`config.mk`:
```
export PLATFORM = sky130hd
export DESIGN_NAME = instruction_sequencer
export DESIGN_NICKNAME = d
export VERILOG_FILES = /design/src/rtl/instruction_sequencer_pkg.sv /design/src/rtl/instruction_sequencer_timeout.sv /design/src/rtl/instruction_sequencer.sv
export SDC_FILE = /design/constraint.sdc
export NUM_CORES = 1
export LEC_CHECK = 0
export CORE_UTILIZATION = 48
export CTS_CLUSTER_SIZE = 30
export DETAILED_ROUTE_END_ITERATION = 10
export GPL_TIMING_DRIVEN = 0
export PLACE_DENSITY = 0.86
export SYNTH_ARGS = -nofsm -noshare
export SYNTH_HDL_FRONTEND = slang
export SYNTH_SLANG_ARGS = --single-unit
export TNS_END_PERCENT = 30
```
`constraint.sdc`:
```
create_clock -name clock -period 2.76 [get_ports clock]
set_clock_uncertainty 0.15 [all_clocks]
set_input_delay 0.276 -clock clock [delete_from_list [all_inputs] [get_ports clock]]
set_output_delay 0.276 -clock clock [all_outputs]
set_load 0.05 [all_outputs]
```
`src/rtl/instruction_sequencer_pkg.sv`:
```
// rtl/instruction_sequencer_pkg.sv - control word, sequencer state and select encodings
package instruction_sequencer_pkg;

  typedef enum logic [1:0] {
    ALU_Result             = 2'd0,
    Memory                 = 2'd1,
    Program_Counter_Plus_4 = 2'd2
  } register_write_data_source_t;

  typedef struct packed {
    logic                        register_write_enable;
    register_write_data_source_t register_write_data_source;
    logic                        memory_write_enable;
    logic                        branch;
  } control_t;

  typedef enum logic [2:0] {
    IDLE, FETCH, DECODE, EXECUTE, MEMORY, WRITEBACK, FAULT
  } sequencer_state_t;

  localparam logic Program_Counter_Plus_4_Select = 1'b0;
  localparam logic ALU_Result_Select             = 1'b1;

  function automatic logic is_memory_access(control_t c);
    return (c.register_write_data_source == Memory) || c.memory_write_enable;
  endfunction

endpackage

```
`src/rtl/instruction_sequencer_timeout.sv`:
```
// rtl/instruction_sequencer_timeout.sv - memory_timeout_counter: wait-cycle counter for one memory access
module memory_timeout_counter #(
  parameter int unsigned TIMEOUT_CYCLES = 200,
  parameter int unsigned TIMEOUT_WIDTH  = 8
) (
  input  logic clock,
  input  logic reset,
  input  logic clear,
  input  logic count,
  output logic expired
);

  localparam logic [TIMEOUT_WIDTH-1:0] LAST_COUNT =
    (TIMEOUT_CYCLES == 0) ? '0 : TIMEOUT_WIDTH'(TIMEOUT_CYCLES - 1);

  logic [TIMEOUT_WIDTH-1:0] count_q, count_d;

  always_comb begin
    count_d = count_q;
    if (clear)      count_d = '0;
    else if (count) count_d = count_q + TIMEOUT_WIDTH'(1);
  end

  always_ff @(posedge clock or posedge reset) begin
    if (reset) count_q <= '0;
    else       count_q <= count_d;
  end

  // A zero TIMEOUT_CYCLES disables faulting entirely.
  assign expired = (TIMEOUT_CYCLES != 0) && (count_q == LAST_COUNT);

endmodule

```
`src/rtl/instruction_sequencer.sv`:
```
// rtl/instruction_sequencer.sv - multi-cycle fetch/decode/execute/memory/writeback sequencer
// Optional single-step input enabled by SEQUENCER_SINGLE_STEP_EN.
module instruction_sequencer
  import instruction_sequencer_pkg::*;
#(
  parameter int unsigned TIMEOUT_CYCLES = 200,
  parameter int unsigned TIMEOUT_WIDTH  = 8
) (
  input  logic             clock,
  input  logic             reset,
  input  logic             run_enable,
`ifdef SEQUENCER_SINGLE_STEP_EN
  input  logic             step,
`endif
  input  control_t         control,
  input  logic             illegal_instruction,
  input  logic             branch_taken,
  input  logic             memory_ready,
  output logic             memory_request,
  output logic             memory_write,
  output logic             memory_address_source,
  output logic             instruction_register_write_enable,
  output logic             program_counter_write_enable,
  output logic             program_counter_source,
  output logic             register_write_enable,
  output logic             retired,
  output logic             halted,
  output sequencer_state_t state
);

  sequencer_state_t state_q, state_d;
  logic timeout_expired, timeout_clear, timeout_count;
  logic start_instruction, continue_run;

`ifdef SEQUENCER_SINGLE_STEP_EN
  logic step_mode_q;

  assign start_instruction = run_enable | step;
  assign continue_run      = run_enable & ~step_mode_q;

  // Remembers that the instruction in flight was launched by a step pulse.
  always_ff @(posedge clock or posedge reset) begin
    if (reset)                step_mode_q <= 1'b0;
    else if (state_q == IDLE) step_mode_q <= ~run_enable & step;
  end
`else
  assign start_instruction = run_enable;
  assign continue_run      = run_enable;
`endif

  always_comb begin
    state_d = state_q;
    case (state_q)
      IDLE:      if (start_instruction) state_d = FETCH;
      FETCH:     if (memory_ready) state_d = DECODE;
                 else if (timeout_expired) state_d = FAULT;
      DECODE:    state_d = illegal_instruction ? FAULT : EXECUTE;
      EXECUTE:   state_d = is_memory_access(control) ? MEMORY : WRITEBACK;
      MEMORY:    if (memory_ready) state_d = WRITEBACK;
                 else if (timeout_expired) state_d = FAULT;
      WRITEBACK: state_d = continue_run ? FETCH : IDLE;
      FAULT:     state_d = FAULT;
      default:   state_d = FAULT;
    endcase
  end

  always_ff @(posedge clock or posedge reset) begin
    if (reset) state_q <= IDLE;
    else       state_q <= state_d;
  end

  assign timeout_clear = ((state_d == FETCH) || (state_d == MEMORY)) && (state_d != state_q);
  assign timeout_count = ((state_q == FETCH) || (state_q == MEMORY)) && !memory_ready;

  memory_timeout_counter #(
    .TIMEOUT_CYCLES(TIMEOUT_CYCLES),
    .TIMEOUT_WIDTH (TIMEOUT_WIDTH)
  ) u_timeout (
    .clock  (clock),
    .reset  (reset),
    .clear  (timeout_clear),
    .count  (timeout_count),
    .expired(timeout_expired)
  );

  always_comb begin
    memory_request                    = 1'b0;
    memory_write                      = 1'b0;
    memory_address_source             = 1'b0;
    instruction_register_write_enable = 1'b0;
    program_counter_write_enable      = 1'b0;
    program_counter_source            = Program_Counter_Plus_4_Select;
    register_write_enable             = 1'b0;
    retired                           = 1'b0;
    halted                            = 1'b0;
    case (state_q)
      FETCH: begin
        memory_request                    = 1'b1;
        instruction_register_write_enable = memory_ready;
      end
      MEMORY: begin
        memory_request        = 1'b1;
        memory_address_source = 1'b1;
        memory_write          = control.memory_write_enable;
      end
      WRITEBACK: begin
        register_write_enable        = control.register_write_enable;
        program_counter_write_enable = 1'b1;
        program_counter_source       = (control.branch & branch_taken) ?
                                       ALU_Result_Select : Program_Counter_Plus_4_Select;
        retired                      = 1'b1;
      end
      FAULT:   halted = 1'b1;
      default: ;
    endcase
  end

  assign state = state_q;

endmodule
```
==> out/metrics.cfg, run 1 <==
[sta]
relSlewSlack=0.6291
worstMarginPinSlew_ps=551.2
slew_violations=0
rsz0062_at_grt=no
period_share=0.9117
totalNegativeSetupSlack_ps=0
finalHoldViolCount=0
fin_crit_ps=2516
setup_viol=0
fmax_mhz=397.4

[cells_and_area]
final_cell_count_no_fill=122
finish.instance_area_sq_um=998.5
syn2layout_area_growth_pct=34.57
drive_gt1_frac=0.1308
diodes=0
post-route-util=0.7308
fin_nets=120

[synth]
yosysTopAreaCellShare=0.3710
async_flop_share=1.000
syn_area_per_cell_sq_um=9.048
syn-num-nets=94
synthCells=82
yosysMostFrequentCell=nor2_1
synth_flop_cell=dfrtp_1
yosys-top-cells-area=dfrtp_1 (37%), xor2_1 (7.1%), nor2_1 (6.6%), nand4_1 (3.4%), buf_6 (3.0%)
synth_edf_count=0
ys.warnings.count=0
synth-seq-cells=11
synth_top_area_cell=dfrtp_1
yosys.cell_types.count=32
synth_common_cells=nor2_1 (13), dfrtp_1 (11), xor2_1 (6), nand3_1 (4), nand4_1 (4)
syn-cell-area_sq_um=742.0
yosysSeqAreaShare=0.3710

[global_route]
grt_pass1_vias=536
grt_usage=0.2207
grt_pass1_wl_mm=2.408
grt_remaining_overflow=0
antenna_found_initial=0
grt_start_max_net_pins=12

[power_and_ir_drop]
leakage_nw=0.4529
p_int_w=0.0002327
switching_share=0.2395
p_total_w=0.0003060
clockPowerShare=0.379
power_switching_w=0.00007329
ir_drop_v=0.0003007
powerDensity_nw_per_um2=306.5
p_seq_frac=0.534
pwr-share-comb=0.088

[drt]
wl_per_cell_microns=13.84
routed_wl_mm=1.689
vias=681
ant_nets=0
viasPerCell=5.582
drcViolationCount=0
dr.pass1.iters=4
drt_iter0_drc=32

[critical_path]
cp.arrival_ps=2090
crit_path_start_kind=flop
critPathSlowestCell=clkdlybuf4s50_1
crit_type=flop to output pin
critPathCaptureType=output pin
cp_cell_sequence=buf_4 > nand2b_1 > nor3_1 > clkdlybuf4s50_1
crit_fanout=10
slowest_delay_ps=830
required_ps=2330

[clocking]
cts_tree=built
clkSinkCount=11
clk_path_buf_depth=2
insertion_delay_ps=280
root_buffer=clkbuf_4
htree_levels=1
ctsResizeCount=0
hold_buffers=0
postCtsSetupRepairBufs=0
numCtsBuffers=3
path_clk_slew_ps=80

[hold_path]
hp-class=input port to asynchronous set/reset pin

[job]
drv_cap=0

[floorplan]
die_area_sq_um=1707
start_util=0.5430
rows=13
die_w_microns=41.32
core_area_sq_um=1366
io-pin-count=23
die_y_microns=41.32

[place]
io_buffers=21
dp_cells=118
finalWeightedCongestion=0.7954
placed_cell_area_sq_um=970.9
hpwl_mm=1.276

[run_status]
run_status=finished, final reports clean

==> power by group through the flow <==
| stage | logic (W) | clock network, W | registers, W |
|---|---|---|---|
| 2_1_floorplan | 0.0000117 | 0 | 0.000166 |
| 3_3_place_gp | 0.0000263 | 0 | 0.000166 |
| 3_5_place_dp | 0.0000270 | 0 | 0.000167 |
| 4_1_cts | 0.0000271 | 0.000115 | 0.000163 |
| 5_1_grt | 0.0000294 | 0.000125 | 0.000163 |
| 6_report | 0.0000268 | 0.000116 | 0.000163 |
==> through the flow <==
| step | setup slack, ps | hold slack, ps |
|---|---|---|
| floorplan | 139.8 | -21.56 |
| global placement | 560.1 | 376.3 |
| detailed placement | 561.9 | 406.7 |
| CTS | 263.9 | 155.2 |
| global route | 164.1 | 175.2 |
| finish | 243.8 | 133.1 |
==> cells by family after synthesis <==
logic type | count (synthesis) | share of synthesized area
xor gates and xnor gates | 9 | 0.1164
and+or+nand+nor | 40 | 0.2901
adders and majority gates | 1 | 0.01686
AOI/OAI and AO/OA | 11 | 0.09445
muxes | 2 | 0.02698
DFF | 11 | 0.3710
buffers and inverters | 8 | 0.08430
==> sequential cells by signal (all words and copies together) (netlist names) <==
| register | cells |
|---|---|
| state | 3 |
| u_timeout.count_q | 8 |
==> path summary, 6_finish.rpt <==
| path | from | slack (ps) | end | cells after the start |
|---|---|---|---|---|
| min | reset | 130 | u_timeout.count_q[5] | 2 |
| min in group clock | memory_ready | 180 | state[2] | 4 |
| min reg2reg | u_timeout.count_q[1] | 410 | u_timeout.count_q[1] | 2 |
| max reg2reg | u_timeout.count_q[0] | 970 | state[0] | 5 |
| max in group asynchronous | reset | 2020 | u_timeout.count_q[2] | 2 |
| max | state[0] | 240 | memory_write | 4 |
==> layout make-up <==
| cell class | instances | area (sq um) |
|---|---|---|
| Clock inverter | 1 | 5.005 |
| Timing Repair Buffer | 21 | 210.2 |
| Sequential cell | 11 | 275.3 |
| Inverter | 3 | 11.26 |
| Tap cell | 15 | 18.77 |
| Fill cell | 115 | 367.9 |
| Multi-Input combinational cell | 63 | 404.1 |
| Clock buffer | 3 | 22.52 |
| Buffer | 5 | 51.30 |
==> layer usage <==
layer,GRT usage,part of all wire,vias up
met5,0,0,-
met4,0.07258,0.0071,0
met3,0.04787,0.054,2
met2,0.3164,0.45,26
met1,0.3246,0.48,317
li1,-,-,336
==> critical path, delay by kind of cell (launching register included) <==
family                 cells  cell delay [ps]
AND/OR/NAND/NOR            2              350
buffers and inverters      2             1020
flip-flops                 1              430
==> placed cells by master (no fill, tap or decap), types with 3 or more instances in the layout <==
cell type and instances:
nand2b_1 3, and3_1 3, dfrtp_1 11, nand4_1 4, o21ai_0 3, nor2_1 13, nand3_1 4, clkdlybuf4s50_1 21
xor2_1 6, nor3_1 3, inv_1 3, clkbuf_4 3
No activity file was read; power rests on OpenSTA's default activity.
==> run 2, diff against run 1 <==
Settings changed: ABC_CLOCK_PERIOD_IN_PS set to 2760, CORE_MARGIN set to 4.
==> run 2 against run 1 <==
Die area up 31%. Cell area unchanged. Register-to-register slack worse by 40 ps. Sequential share of layout area unchanged. Fmax up 0.18%. Worst setup slack better by 4.5 ps. Wire length up 0.89%. Critical path depth unchanged. Non-clock buffer count unchanged. Global-route usage down 5.3 points. Sequential power about the same. Critical path type unchanged. Largest cell class unchanged. Largest power group unchanged.
==> out/metrics.cfg, run 2 (synthesis results as in run 1) <==
[drt]
wl_met3_microns=112  ; +22%
route.layer.met1.wl_microns=749  ; -8.3%
wl_met2_microns=837  ; +9.1%
wl_per_cell_microns=13.97  ; +0.89%
vias=676  ; -0.73%
ant_nets=0  ; unchanged
routed_wl_mm=1.704  ; +0.89%
drcViolationCount=0  ; unchanged
drt_iter0_drc=32  ; unchanged
maxUsedRoutingLayer=met4
dr.pass1.iters=5  ; +1
viasPerCell=5.541  ; -0.73%

[place]
placed_cell_area_sq_um=970.9  ; unchanged
hpwl_mm=1.289  ; +1.1%
dp_slack_ps=525.4  ; -36.47 ps
io_buffers=21  ; unchanged
finalWeightedCongestion=0.7762  ; -2.4%

[critical_path]
crit_family=buffers and inverters
slowest_delay_ps=800  ; -30 ps
cp.arrival_ps=2090  ; about the same
path_depth=4  ; unchanged
critPathSlowestCell=clkdlybuf4s50_1
rr_worst_depth=5  ; unchanged
crit_path_start_kind=flop
path_buf_inv=2  ; unchanged
critical_path.endpoint=program_counter_source
cp_cell_sequence=buf_4 > and3_1 > and3_1 > clkdlybuf4s50_1
r2r_slack_ps=930  ; -40 ps
critPathCaptureType=output pin
r2r-end=state[0]
required_ps=2330  ; about the same
crit_top_cell=and3_1
startpoint=state[0]
r2r-start=u_timeout.count_q[0]
crit_type=flop to output pin
crit_fanout=10  ; unchanged

[power_and_ir_drop]
pwr-share-comb=0.088  ; about the same
powerDensity_nw_per_um2=301.7  ; -1.5%
clockPowerShare=0.370  ; -0.009
p_int_w=0.0002324  ; -0.14%
ir_drop_v=0.0002964  ; -1.4%
p_seq_frac=0.542  ; +0.008
p_total_w=0.0003012  ; -1.5%
leakage_nw=0.4529  ; unchanged
power_switching_w=0.00006888  ; -6.0%
switching_share=0.2287  ; -0.01088

[cells_and_area]
finish.instance_area_sq_um=998.5  ; unchanged
drive_gt1_frac=0.1308  ; unchanged
syn2layout_area_growth_pct=34.57  ; unchanged
top_register=u_timeout.count_q
layout_common_cells=clkdlybuf4s50_1 (21), nor2_1 (13), dfrtp_1 (11)
fin_nets=120  ; unchanged
largest_reg_flops=8  ; unchanged
final_common_cell=clkdlybuf4s50_1
diodes=0  ; unchanged

[clocking]
clk_path_buf_depth=2  ; unchanged
insertion_delay_ps=270  ; about the same
root_buffer=clkbuf_4
htree_levels=1  ; unchanged
hold_buffers=0  ; unchanged
path_clk_slew_ps=80  ; about the same
clkSinkCount=11  ; unchanged
ctsResizeCount=0  ; unchanged
numCtsBuffers=3  ; unchanged
postCtsSetupRepairBufs=0  ; unchanged
cts_tree=built

[sta]
finalHoldViolCount=0  ; unchanged
fmax_mhz=398.1  ; +0.18%
finalWorstSetupSlack_ps=248.3  ; +4.474 ps
relSlewSlack=0.6119  ; -0.01720
totalNegativeSetupSlack_ps=0  ; unchanged
slew_violations=0  ; unchanged
period_share=0.9100  ; -0.001621
worstMarginPinSlew_ps=576.8  ; +25.56 ps
holdWs_ps=149.6  ; +16.48 ps
fin_crit_ps=2512  ; -4.474 ps
rsz0062_at_grt=no
setup_viol=0  ; unchanged

[floorplan]
rows=13  ; unchanged
start_util=0.5367  ; -0.006389
die_w_microns=47.32  ; +15%
die_y_microns=47.32  ; +15%
core_area_sq_um=1383  ; +1.2%
io-pin-count=23  ; unchanged
die_area_sq_um=2239  ; +31%

[global_route]
antenna_found_initial=0  ; unchanged
grt_usage=0.1674  ; -0.05329
grt_start_max_net_pins=12  ; unchanged
grt_pass1_vias=630  ; +18%
grt_remaining_overflow=0  ; unchanged
grt_pass1_wl_mm=2.746  ; +14%

[job]
drv_cap=0  ; unchanged

[run_status]
run_status=finished, final reports clean

[hold_path]
hp-class=input port to asynchronous set/reset pin

==> run 2: power by group through the flow <==
stage | Sequential, W | Combinational, W | Clock (W)
finish | 0.000163 | 0.0000266 | 0.000111
global route | 0.000164 | 0.0000294 | 0.000123
CTS | 0.000163 | 0.0000268 | 0.000112
detailed placement | 0.000167 | 0.0000266 | 0
global placement | 0.000166 | 0.0000262 | 0
floorplan | 0.000166 | 0.0000117 | 0
==> run 2: layout make-up <==
cell class / instances / area [sq um]
timing repair buffer: 21 / 210.2
multi-input combinational: 63 / 404.1
sequential: 11 / 275.3
buffer: 5 / 51.30
inverter: 3 / 11.26
fill: 95 / 384.1
tap: 15 / 18.77
clock buffer: 3 / 22.52
clock inverter: 1 / 5.005
==> run 2: worst min path at each step <==
stage | start | endpoint | cells past startpoint
5_1_grt | reset | state[0] | 2
3_5_place_dp | u_timeout.count_q[7] | u_timeout.count_q[7] | 2
4_1_cts | reset | state[0] | 2
6_report | reset | state[0] | 2
3_3_place_gp | u_timeout.count_q[1] | u_timeout.count_q[1] | 2
2_1_floorplan | reset | state[0] | 1
==> run 2: per-stage QoR <==
step / std cells / utilization
floorplan: 82 / -
global placement: 118 / 0.7023
detailed placement: 118 / 0.7023
CTS: 122 / 0.7222
global route: 122 / 0.7222
finish: 122 / 0.7222
==> run 2: metal layers <==
metal / GRT usage / up-vias
met3: 0.02682 / 2
met2: 0.2647 / 25
met5: 0 / -
met4: 0.03315 / 0
li1: - / 338
met1: 0.2407 / 311
==> run 3, diff against run 2 <==
Settings changed: CORE_UTILIZATION 48 to 51, CTS_BUF_LIST set to sky130_fd_sc_hd__clkbuf_8, PLACE_DENSITY 0.86 to 0.9.
==> run 3 against run 2 <==
Fmax is 0.12% higher. Register-to-register slack better by 20 ps. Final cell count stayed put. Critical endpoint is now memory_write.
==> out/metrics.cfg, run 3 (synthesis results as in run 1) <==
[sta]
fin_crit_ps=2509  ; -3.019 ps
totalNegativeSetupSlack_ps=0  ; unchanged
setup_viol=0  ; unchanged
holdWs_ps=170.4  ; +20.75 ps
slew_violations=0  ; unchanged
worstMarginPinSlew_ps=555.1  ; -21.66 ps
fmax_mhz=398.6  ; +0.12%
relSlewSlack=0.6265  ; +0.01457
period_share=0.9089  ; -0.001094
finalHoldViolCount=0  ; unchanged
rsz0062_at_grt=no

[power_and_ir_drop]
ir_drop_v=0.0003648  ; +23%
powerDensity_nw_per_um2=351.1  ; +16%
leakage_nw=0.4607  ; +1.7%

[floorplan]
die_y_microns=46.14  ; -2.5%
die_w_microns=46.14  ; -2.5%
rows=13  ; unchanged
core_area_sq_um=1334  ; -3.5%
io-pin-count=23  ; unchanged
die_area_sq_um=2129  ; -4.9%
start_util=0.5563  ; +0.01963

[critical_path]
crit_fanout=10  ; unchanged
critPathCaptureType=output pin
critPathSlowestCell=clkdlybuf4s50_1
r2r_slack_ps=950  ; +20 ps
crit_path_start_kind=flop
rr_worst_depth=5  ; unchanged
crit_family=buffers and inverters
required_ps=2330  ; about the same
crit_type=flop to output pin
slowest_delay_ps=830  ; +30 ps
path_buf_inv=2  ; unchanged
cp.arrival_ps=2080  ; about the same
path_depth=4  ; unchanged
cp_cell_sequence=buf_4 > nand2b_1 > nor3_1 > clkdlybuf4s50_1

[place]
finalWeightedCongestion=0.8143  ; +4.9%
dp_cells=118  ; unchanged
io_buffers=21  ; unchanged
hpwl_mm=1.352  ; +4.8%

[cells_and_area]
fin_nets=120  ; unchanged
top_register=u_timeout.count_q
syn2layout_area_growth_pct=37.10
diodes=0  ; unchanged
final_common_cell=clkdlybuf4s50_1
layout_common_cells=clkdlybuf4s50_1 (21), nor2_1 (13), dfrtp_1 (11)
largest_reg_flops=8  ; unchanged
drive_gt1_frac=0.1308  ; unchanged
final_cell_count_no_fill=122  ; unchanged

[drt]
dr.pass1.iters=4  ; -1
vias=716  ; +5.9%
routed_wl_mm=1.892  ; +11%
viasPerCell=5.869  ; +5.9%
ant_nets=0  ; unchanged
drt_iter0_drc=21  ; -34%
wl_per_cell_microns=15.51  ; +11%
drcViolationCount=0  ; unchanged

[clocking]
hold_buffers=0  ; unchanged
insertion_delay_ps=240  ; -30 ps
htree_levels=1  ; unchanged
ctsResizeCount=0  ; unchanged
root_buffer=clkbuf_8
postCtsSetupRepairBufs=0  ; unchanged
clk_path_buf_depth=2  ; unchanged
cts_tree=built
clkSinkCount=11  ; unchanged
numCtsBuffers=3  ; unchanged
path_clk_slew_ps=50  ; -30 ps

[global_route]
grt_pass1_vias=664  ; +5.4%
grt_usage=0.1998  ; +0.03239
grt_remaining_overflow=0  ; unchanged
grt_start_max_net_pins=12  ; unchanged
antenna_found_initial=0  ; unchanged
grt_pass1_wl_mm=3.056  ; +11%

[job]
drv_cap=0  ; unchanged

[hold_path]
hp-class=input port to asynchronous set/reset pin

[run_status]
run_status=finished, final reports clean

run 3: changes by cell type in the layout (fill, tap and decap cells not counted):
cell      before  now
clkbuf_8       1    4
clkbuf_4       3    0
run 3: where the power goes:
group	switching (W)	internal, W
Combinational	0.0000108	0.0000167
Clock	0.0000662	0.0000996
Sequential	0.00000114	0.000163
run 3: final timing paths:
kind	from	to
setup reg to reg	u_timeout.count_q[0]	state[0]
setup / recovery	state[0]	memory_write
hold reg to reg	u_timeout.count_q[1]	u_timeout.count_q[1]
min in group clock	memory_ready	state[2]
hold / removal	reset	u_timeout.count_q[4]
max in group asynchronous	reset	u_timeout.count_q[2]
run 3: through the flow:
stage	utilization	setup slack, ps	power, W	cell area [sq um]
4_1_cts	0.7627	256.7	0.0003558	1017
5_1_grt	0.7627	199.9	0.0003679	1017
3_5_place_dp	0.7280	544.0	0.0001935	970.9
3_3_place_gp	0.7280	557.8	0.0001924	970.9
2_1_floorplan	-	139.8	0.0001781	742.0
6_report	0.7627	251.3	0.0003571	1017
run 3: area by class of cell:
cell class                 instances  area, sq um
multi-input combinational         63        404.1
fill                             105        316.6
sequential                        11        275.3
timing repair buffer              21        210.2
buffer                             5        51.30
clock buffer                       3        41.29
tap                               15        18.77
inverter                           3        11.26
clock inverter                     1        5.005
run 3: routing by layer:
metal / vias to the layer above / part of all wire / wire, microns / track usage
li1: 334 / - / - / -
met1: 349 / 0.43 / 810 / 0.2667
met2: 28 / 0.51 / 961 / 0.3352
met3: 5 / 0.047 / 89 / 0.03906
met4: 0 / 0.016 / 31 / 0.03409
met5: - / 0 / 0 / 0
run 3: worst reg2reg max path, stage by stage, from the launching register on:
cell,delay (ps)
dfrtp_1,380
ha_1,230
nand4_1,120
nor4_1,440
nor3_1,90
o31a_1,290
